<file path="src/rtl/digital_pattern_generator.sv">
// Serial pattern playback: reads NUM_WORDS words from BRAM and drives them LSB-first on signal_out.
// Define PATTERN_LOOP_EN to replay the pattern continuously instead of stopping in DONE.
module digital_pattern_generator #(
    parameter int unsigned SAMPLE_DIVIDER_RATIO = 50,
    parameter int unsigned NUM_WORDS            = 32,
    parameter logic        IDLE_LEVEL           = 1'b1
) (
    input  logic        clk,
    input  logic        reset_n,
    input  logic        start_play,
    input  logic        ack,
    output logic        bram_re,
    output logic [4:0]  bram_raddr,
    input  logic [31:0] bram_rdata,
    output logic        signal_out,
    output logic        busy,
    output logic        play_done,
    output logic [2:0]  debug_state_out
);

    typedef enum logic [2:0] {
        ST_IDLE    = 3'd0,
        ST_FETCH   = 3'd1,
        ST_LOAD    = 3'd2,
        ST_PLAYING = 3'd3,
        ST_DONE    = 3'd4
    } state_e;

    localparam int unsigned      DIV_W     = $clog2(SAMPLE_DIVIDER_RATIO);
    localparam logic [DIV_W-1:0] DIV_LAST  = DIV_W'(SAMPLE_DIVIDER_RATIO - 1);
    localparam logic [DIV_W-1:0] DIV_ONE   = DIV_W'(1);
    localparam logic [4:0]       LAST_WORD = 5'(NUM_WORDS - 1);

    state_e            state_q, state_d;
    logic              start_dly_q, ack_dly_q;
    logic              bram_re_q, bram_re_d;
    logic [4:0]        bram_raddr_q, bram_raddr_d;
    logic              signal_out_q, signal_out_d;
    logic [31:0]       shift_q, shift_d;
    logic [31:0]       prefetch_q, prefetch_d;
    logic              pf_cap_q, pf_cap_d;
    logic [4:0]        bit_cnt_q, bit_cnt_d;
    logic [4:0]        word_cnt_q, word_cnt_d;
    logic [DIV_W-1:0]  div_cnt_q, div_cnt_d;
`ifdef PATTERN_LOOP_EN
    logic              wrap_q, wrap_d;
`endif

    logic start_pulse, ack_pulse, tick;

    assign start_pulse = start_play & ~start_dly_q;
    assign ack_pulse   = ack & ~ack_dly_q;
    assign tick        = (div_cnt_q == DIV_LAST);

    // NOTE: sequential state uses non-blocking assignments only, so every register
    // samples the pre-edge values computed by the combinational process below.
    always_ff @(posedge clk or negedge reset_n) begin
        if (!reset_n) begin
            state_q      <= ST_IDLE;
            start_dly_q  <= 1'b0;
            ack_dly_q    <= 1'b0;
            bram_re_q    <= 1'b0;
            bram_raddr_q <= '0;
            signal_out_q <= IDLE_LEVEL;
            shift_q      <= '0;
            prefetch_q   <= '0;
            pf_cap_q     <= 1'b0;
            bit_cnt_q    <= '0;
            word_cnt_q   <= '0;
            div_cnt_q    <= '0;
`ifdef PATTERN_LOOP_EN
            wrap_q       <= 1'b0;
`endif
        end else begin
            state_q      <= state_d;
            start_dly_q  <= start_play;
            ack_dly_q    <= ack;
            bram_re_q    <= bram_re_d;
            bram_raddr_q <= bram_raddr_d;
            signal_out_q <= signal_out_d;
            shift_q      <= shift_d;
            prefetch_q   <= prefetch_d;
            pf_cap_q     <= pf_cap_d;
            bit_cnt_q    <= bit_cnt_d;
            word_cnt_q   <= word_cnt_d;
            div_cnt_q    <= div_cnt_d;
`ifdef PATTERN_LOOP_EN
            wrap_q       <= wrap_d;
`endif
        end
    end

    always_comb begin
        // NOTE: every target gets a default first; this is what keeps the case
        // statement below from inferring latches on the branches that skip it.
        state_d      = state_q;
        bram_re_d    = 1'b0;
        bram_raddr_d = bram_raddr_q;
        signal_out_d = signal_out_q;
        shift_d      = shift_q;
        prefetch_d   = pf_cap_q ? bram_rdata : prefetch_q;
        pf_cap_d     = bram_re_q && (state_q == ST_PLAYING);
        bit_cnt_d    = bit_cnt_q;
        word_cnt_d   = word_cnt_q;
        div_cnt_d    = div_cnt_q;
`ifdef PATTERN_LOOP_EN
        wrap_d       = 1'b0;
`endif

        if (ack_pulse) begin
            state_d      = ST_IDLE;
            signal_out_d = IDLE_LEVEL;
            pf_cap_d     = 1'b0;
            bit_cnt_d    = '0;
            word_cnt_d   = '0;
            div_cnt_d    = '0;
        end else begin
            unique case (state_q)
                ST_IDLE: begin
                    bit_cnt_d  = '0;
                    word_cnt_d = '0;
                    div_cnt_d  = '0;
                    if (start_pulse) begin
                        bram_re_d    = 1'b1;
                        bram_raddr_d = '0;
                        state_d      = ST_FETCH;
                    end
                end
                ST_FETCH: state_d = ST_LOAD;
                ST_LOAD: begin
                    shift_d      = bram_rdata;
                    signal_out_d = bram_rdata[0];
                    bit_cnt_d    = '0;
                    word_cnt_d   = '0;
                    div_cnt_d    = '0;
                    state_d      = ST_PLAYING;
                end
                ST_PLAYING: begin
                    if (!tick) begin
                        div_cnt_d = div_cnt_q + DIV_ONE;
                    end else begin
                        div_cnt_d = '0;
                        if (bit_cnt_q == 5'd31) begin
                            if (word_cnt_q < LAST_WORD) begin
                                shift_d      = prefetch_q;
                                signal_out_d = prefetch_q[0];
                                word_cnt_d   = word_cnt_q + 5'd1;
                                bit_cnt_d    = '0;
                            end else begin
`ifdef PATTERN_LOOP_EN
                                shift_d      = prefetch_q;
                                signal_out_d = prefetch_q[0];
                                word_cnt_d   = '0;
                                bit_cnt_d    = '0;
                                wrap_d       = 1'b1;
`else
                                signal_out_d = IDLE_LEVEL;
                                state_d      = ST_DONE;
`endif
                            end
                        end else begin
                            bit_cnt_d    = bit_cnt_q + 5'd1;
                            shift_d      = shift_q >> 1;
                            signal_out_d = shift_q[1];
                            // Fetch the next word early so it is ready at the boundary.
                            if (bit_cnt_q == 5'd0) begin
`ifdef PATTERN_LOOP_EN
                                bram_re_d    = 1'b1;
                                bram_raddr_d = (word_cnt_q < LAST_WORD) ? word_cnt_q + 5'd1 : 5'd0;
`else
                                if (word_cnt_q < LAST_WORD) begin
                                    bram_re_d    = 1'b1;
                                    bram_raddr_d = word_cnt_q + 5'd1;
                                end
`endif
                            end
                        end
                    end
                end
                ST_DONE: state_d = ST_DONE;
                default: state_d = ST_IDLE;
            endcase
        end
    end

    always_comb begin
        busy            = (state_q == ST_FETCH) || (state_q == ST_LOAD) || (state_q == ST_PLAYING);
`ifdef PATTERN_LOOP_EN
        play_done       = wrap_q;
`else
        play_done       = (state_q == ST_DONE);
`endif
        debug_state_out = state_q;
        bram_re         = bram_re_q;
        bram_raddr      = bram_raddr_q;
        signal_out      = signal_out_q;
    end

endmodule
</file>
<file path="config.mk">
export PLATFORM = sky130hd
export DESIGN_NAME = digital_pattern_generator
export DESIGN_NICKNAME = d
export VERILOG_FILES = /design/src/rtl/digital_pattern_generator.sv
export SDC_FILE = /design/constraint.sdc
export NUM_CORES = 1
export LEC_CHECK = 0
export CORE_MARGIN = 2
export CORE_UTILIZATION = 55
export CTS_CLUSTER_DIAMETER = 30
export DETAILED_ROUTE_END_ITERATION = 6
export PLACE_DENSITY = 0.85
export SETUP_SLACK_MARGIN = 0.15
export SYNTH_ARGS = -nofsm -noshare
export SYNTH_HDL_FRONTEND = slang
export SYNTH_SLANG_ARGS = --single-unit
</file>
<file path="constraint.sdc">
create_clock -name clk -period 4.5 [get_ports clk]
set_input_delay 0.45 -clock clk [delete_from_list [all_inputs] [get_ports clk]]
set_output_delay 0.45 -clock clk [all_outputs]
set_load 0.1 [all_outputs]
</file>
# [Word-level counts from Yosys, hierarchy flattened]
# Cells that the tools add are included.
[op_classes] addsub=3 magnitude_cmp=1 eq_ne=18 mux=41 bitwise_logic=5 n_reduce_logical=16
[op_table] operator="2-to-1 mux 32 bit" count=3
[op_table] operator="one-hot mux 32 bit (2 select lines)" count=1
[op_table] operator="2-to-1 mux 5 bit" count=12
[op_table] operator="one-hot mux 5 bit (2 select lines)" count=3
[op_table] operator="2-to-1 mux 3 bit" count=5
[op_table] operator="one-hot mux 3 bit (5 select lines)" count=1
[op_table] operator="2-to-1 mux 6 bit" count=2
[op_table] operator="one-hot mux 6 bit (2 select lines)" count=1
[op_table] operator="AND reduction 4 bit" count=3
[op_table] operator="2-to-1 mux 1 bit" count=11
[op_table] operator="adder 5 x 1 -> 5 bit (second input constant)" count=2
[op_table] operator="inequality test 3 x 2 -> 1 bit (second input constant)" count=3
[op_table] operator="inequality test 3 bit (second input constant)" count=3
[op_table] operator="AND reduction 7 bit" count=1
[op_table] operator="adder 6 x 1 -> 6 bit (second input constant)" count=1
[op_table] operator="equality test 3 x 2 -> 1 bit (second input constant)" count=2
[op_table] operator="equality test 6 bit (second input constant)" count=1
[op_table] operator="inequality test 2 bit (second input constant)" count=3
[op_table] operator="nonzero test 3 bit" count=2
[op_table] operator="equality test 5 bit (second input constant)" count=1
[op_table] operator="logical NOT 5 bit" count=1
[op_table] operator="less-than comparator 5 bit (second input constant)" count=1
[op_table] operator="inequality test 2 x 1 -> 1 bit (second input constant)" count=2
[op_table] operator="inequality test 4 x 3 -> 1 bit (second input constant)" count=1
[op_table] operator="12 further kinds" count=18
[totals] ff_bits=93 input_bits=36

# [Longest topological paths before layout]
[logic_depth] depth_word=7 mapped_depth=9 mapped_depth_nobuf=8

# [Worst setup path before layout]
# OpenSTA, ideal clock, no wires.
[synth_timing] kind="flip-flop to output port" start="reg state_q[2] (netlist: debug_state_out[2])" end="out play_done" arrival_time_ns=3.434 required_ns=4.050 path_slack_ns=0.616 path_stages_with_launch=4 n_path_buf=1 path_cell_list="dfrtp_1 > buf_2 > inv_1 > nor3_1"
[synth_between] elab_chain_len=1
[synth_lines] item="start, declared" line="34" text="state_e state_q, state_d;"
[synth_lines] item="start signal, assigned" line="75" text="state_q <= state_d;"
[synth_lines] item="equality test 3 bit" line="191" text="play_done = (state_q == ST_DONE);"
[synth_lines] item="end, declared" line="17" text="output logic play_done,"
# No other way between the ends.

# [Worst setup path after layout]
# Ends and elaborated chain as after synthesis.

==> run_results.csv <==
group,metric,value,unit
run_status,outcome,"completed",
layout,diodes,0,
sta,finalHoldViolCount,0,
clock_tree,numCtsBuffers,9,
logic_synthesis,synth-edff-count,0,
power_and_ir_drop,ir_drop,0.0002445,V
sta,slew_viol_final,0,
worst_setup_path,worstPathArrival,2.52,ns
sta,layout_min_cycle_time,2.969,ns
clock_tree,cts-resized-gates,0,
clock_tree,clockBufferDepth,2,
worst_setup_path,critPathLaunchType,"flop",
sta,post-route-period-util,65.97,%
hold_path,hold_class,"primary input to async pin",
run,cap_viol_max_count,0,
sta,worstMarginPinSlew,0.9678,ns
sta,fmax,0.3369,GHz
routing,wl_per_cell,15.37,um
worst_setup_path,critPathKind,"flop to output port",
sta,rsz0062_at_grt,"no",
power_and_ir_drop,p_per_area,550.9,mW/mm^2
clock_tree,hold_buffers,0,
logic_synthesis,synth_xor_area_share,0.5876,%
logic_synthesis,synth_fp_nets,469,
worst_setup_path,required,4.05,ns
global_routing,grt_max_degree,69,
clock_tree,cts.sinks,92,
logic_synthesis,synth.avg_cell_area,10.47,um^2
layout,layout-drive-gt1-share,14.04,%
logic_synthesis,netlist_area,0.004472,mm^2
routing,totalWireLength,8789,um
logic_synthesis,synth_top_family_by_area,"multiplexers",
floorplanning,start_util,57.28,%
clock_tree,cts_tree,"done",
place,place_congestion,0.8567,
place,hpwlAfterDp,5778,um
clock_tree,clk_pin_slew,0.09,ns
global_routing,globalRouteMet3Util,3.130,%
global_routing,grt_pass1_wl,15060,um
logic_synthesis,synthAdderAreaFrac,1.679,%
layout,nets,507,
routing,drt_pass1_iterations,4,
global_routing,grt_use_met2,36.19,%
logic_synthesis,synth.distinct_cells,50,
global_routing,grt_pass1_vias,3295,
logic_synthesis,async_flop_share,100.0,%
layout,fillerInstances,630,
routing,vias,3270,
place,portBuffers,47,
floorplanning,die_w,94.17,um
logic_synthesis,yosys.area_share.simple,13.77,%
routing,viasPerCell,5.717,
global_routing,track_usage,21.53,%
power_and_ir_drop,p_leak,0.002282,uW
clock_tree,clk_latency,0.36,ns
logic_synthesis,synthMuxAreaShare,16.70,%
routing,drc_errors,0,
sta,whs,0.02998,ns
global_routing,antenna_found_initial,0,
clock_tree,cts_setup_buffers,0,
global_routing,top_usage_layer,"met2",
floorplanning,fp.dieH,94.17,um
logic_synthesis,seq_area_frac_synth,51.51,%
sta,finalSetupViolations,0,
worst_setup_path,worstPathMaxFanout,10,
place,dp_cells,556,
floorplanning,core,0.007807,mm^2
global_routing,grtUsageMet1,28.46,%
logic_synthesis,ys_ff_latch,92,
routing,drtIter0Drc,203,
floorplanning,pin_count,48,
global_routing,grt_overflow,0,
clock_tree,htreeDepth,3,
clock_tree,cts-root-buf,"clkbuf_8",
logic_synthesis,synth-compound-area-share,12.81,%
floorplanning,die_area,0.008868,mm^2
sta,setup-tns-final,0,ns
sta,slew_headroom,35.28,%
layout,areaGrowthSynthToFinish,15.78,%
floorplanning,row_count,32,
layout,final_cells,572,
logic_synthesis,yosysWarnings,0,
sta,skew,0.01352,ns
logic_synthesis,synth-main-ff-cell,"dfrtp_1",
worst_setup_path,end_kind,"output port",
logic_synthesis,syn_inst,427,
routing,final_antenna_net_count,0,
[where the power goes]
group,leakage [uW],internal [uW],switching (uW),total [uW]
sequential,0.00122,1110,179,1290
combinational,0.000980,390,666,1060
clock,0.0000833,205,300,505
total,0.00228,1710,1140,2850
[cell usage after synthesis, types with 2 or more instances]
cell type | count | share of area [%]
clkbuf_1 | 7 | 0.59
o2bb2ai_1 | 2 | 0.39
nand3_1 | 10 | 1.1
inv_1 | 7 | 0.59
a21oi_1 | 34 | 3.8
and3_4 | 2 | 0.50
o21ai_1 | 2 | 0.22
nor3b_1 | 2 | 0.34
xnor2_1 | 2 | 0.39
nor2_1 | 42 | 3.5
nand2b_1 | 5 | 0.70
dfrtp_1 | 91 | 51
nand2_1 | 44 | 3.7
ha_1 | 6 | 1.7
and3_1 | 4 | 0.56
mux2_2 | 37 | 9.3
nor3_1 | 5 | 0.56
o21ai_0 | 40 | 4.5
a21o_1 | 3 | 0.50
buf_1 | 5 | 0.42
o31ai_1 | 2 | 0.34
nor2b_1 | 4 | 0.56
mux2i_1 | 33 | 7.4
buf_2 | 12 | 1.3
[routing by layer]
| layer | share of wire [%] | up-vias |
|---|---|---|
| li1 | - | 1578 |
| met1 | 46 | 1626 |
| met2 | 49 | 55 |
| met3 | 2.9 | 11 |
| met4 | 1.4 | 0 |
| met5 | 0 | - |
[area by class of cell]
class	count	area [um^2]	share of cell area, %
clock buffers	10	127.6	2.465
well taps	102	127.6	2.465
repair buffers	51	498.0	9.618
multi-input cells	304	2048	39.56
inverters	7	26.28	0.5075
flip-flops and latches	92	2303	44.49
clock inverters	6	46.29	0.8942
[flip-flops by register name, indices dropped and copies added (netlist names)]
name             flops
word_cnt_q           5
start_dly_q          1
div_cnt_q            6
bram_re              1
signal_out           1
debug_state_out      3
prefetch_q          32
ack_dly_q            1
pf_cap_q             1
bram_raddr           5
shift_q             31
bit_cnt_q            5
[path summary, 6_finish.rpt]
| check | slack [ns] | to | from | cells past startpoint |
|---|---|---|---|---|
| max | 1.53 | play_done | debug_state_out[2] | 3 |
| min | 0.03 | prefetch_q[24] | reset_n | 1 |
| max reg2reg | 1.94 | word_cnt_q[0] | bit_cnt_q[0] | 7 |
| min reg2reg | 0.48 | shift_q[2] | shift_q[2] | 2 |
| max in group asynchronous | 3.41 | prefetch_q[1] | reset_n | 2 |
| min in group clk | 0.48 | shift_q[2] | shift_q[2] | 2 |
[worst max-delay path: stages (launching register included)]
cell	delay, ns
dfrtp_1	0.50
inv_1	0.15
nor3_1	0.31
clkdlybuf4s50_1	1.19
[cells by family (layout without fill, tap and decap cells)]
logic type,after synthesis,after routing
simple gates,128,128
compound gates,97,97
flops,92,92
mux,70,70
buf+inv,31,74
fa+ha+maj,6,6
xor+xnor,3,3
[cells in the final DEF (no fill, tap or decap), types with 2 or more instances in the layout]
cell / count
clkinvlp_4: 2
dfrtp_1: 91
and3_1: 4
nor3_1: 5
nand3_1: 10
o31ai_1: 2
nand2b_1: 5
o21ai_1: 2
o21ai_0: 40
a21o_1: 3
nor2b_1: 4
mux2i_1: 33
inv_1: 7
clkdlybuf4s50_1: 46
xnor2_1: 2
o2bb2ai_1: 2
buf_4: 5
clkbuf_8: 9
nand2_1: 44
nor3b_1: 2
inv_6: 2
nor2_1: 42
a21oi_1: 34
ha_1: 5
mux2_2: 37
and3_4: 2
[metrics by stage]
step / util, % / worst slack (ns) / instance area [um^2] / power (uW)
2_1_floorplan: - / 0.6158 / 4472 / 2098
3_3_place_gp: 64.09 / 2.036 / 5004 / 2306
3_5_place_dp: 64.09 / 1.935 / 5004 / 2367
4_1_cts: 66.31 / 1.533 / 5177 / 2866
5_1_grt: 66.31 / 1.456 / 5177 / 3043
6_report: 66.31 / 1.531 / 5177 / 2853
Power figures use the tool's default switching activity.
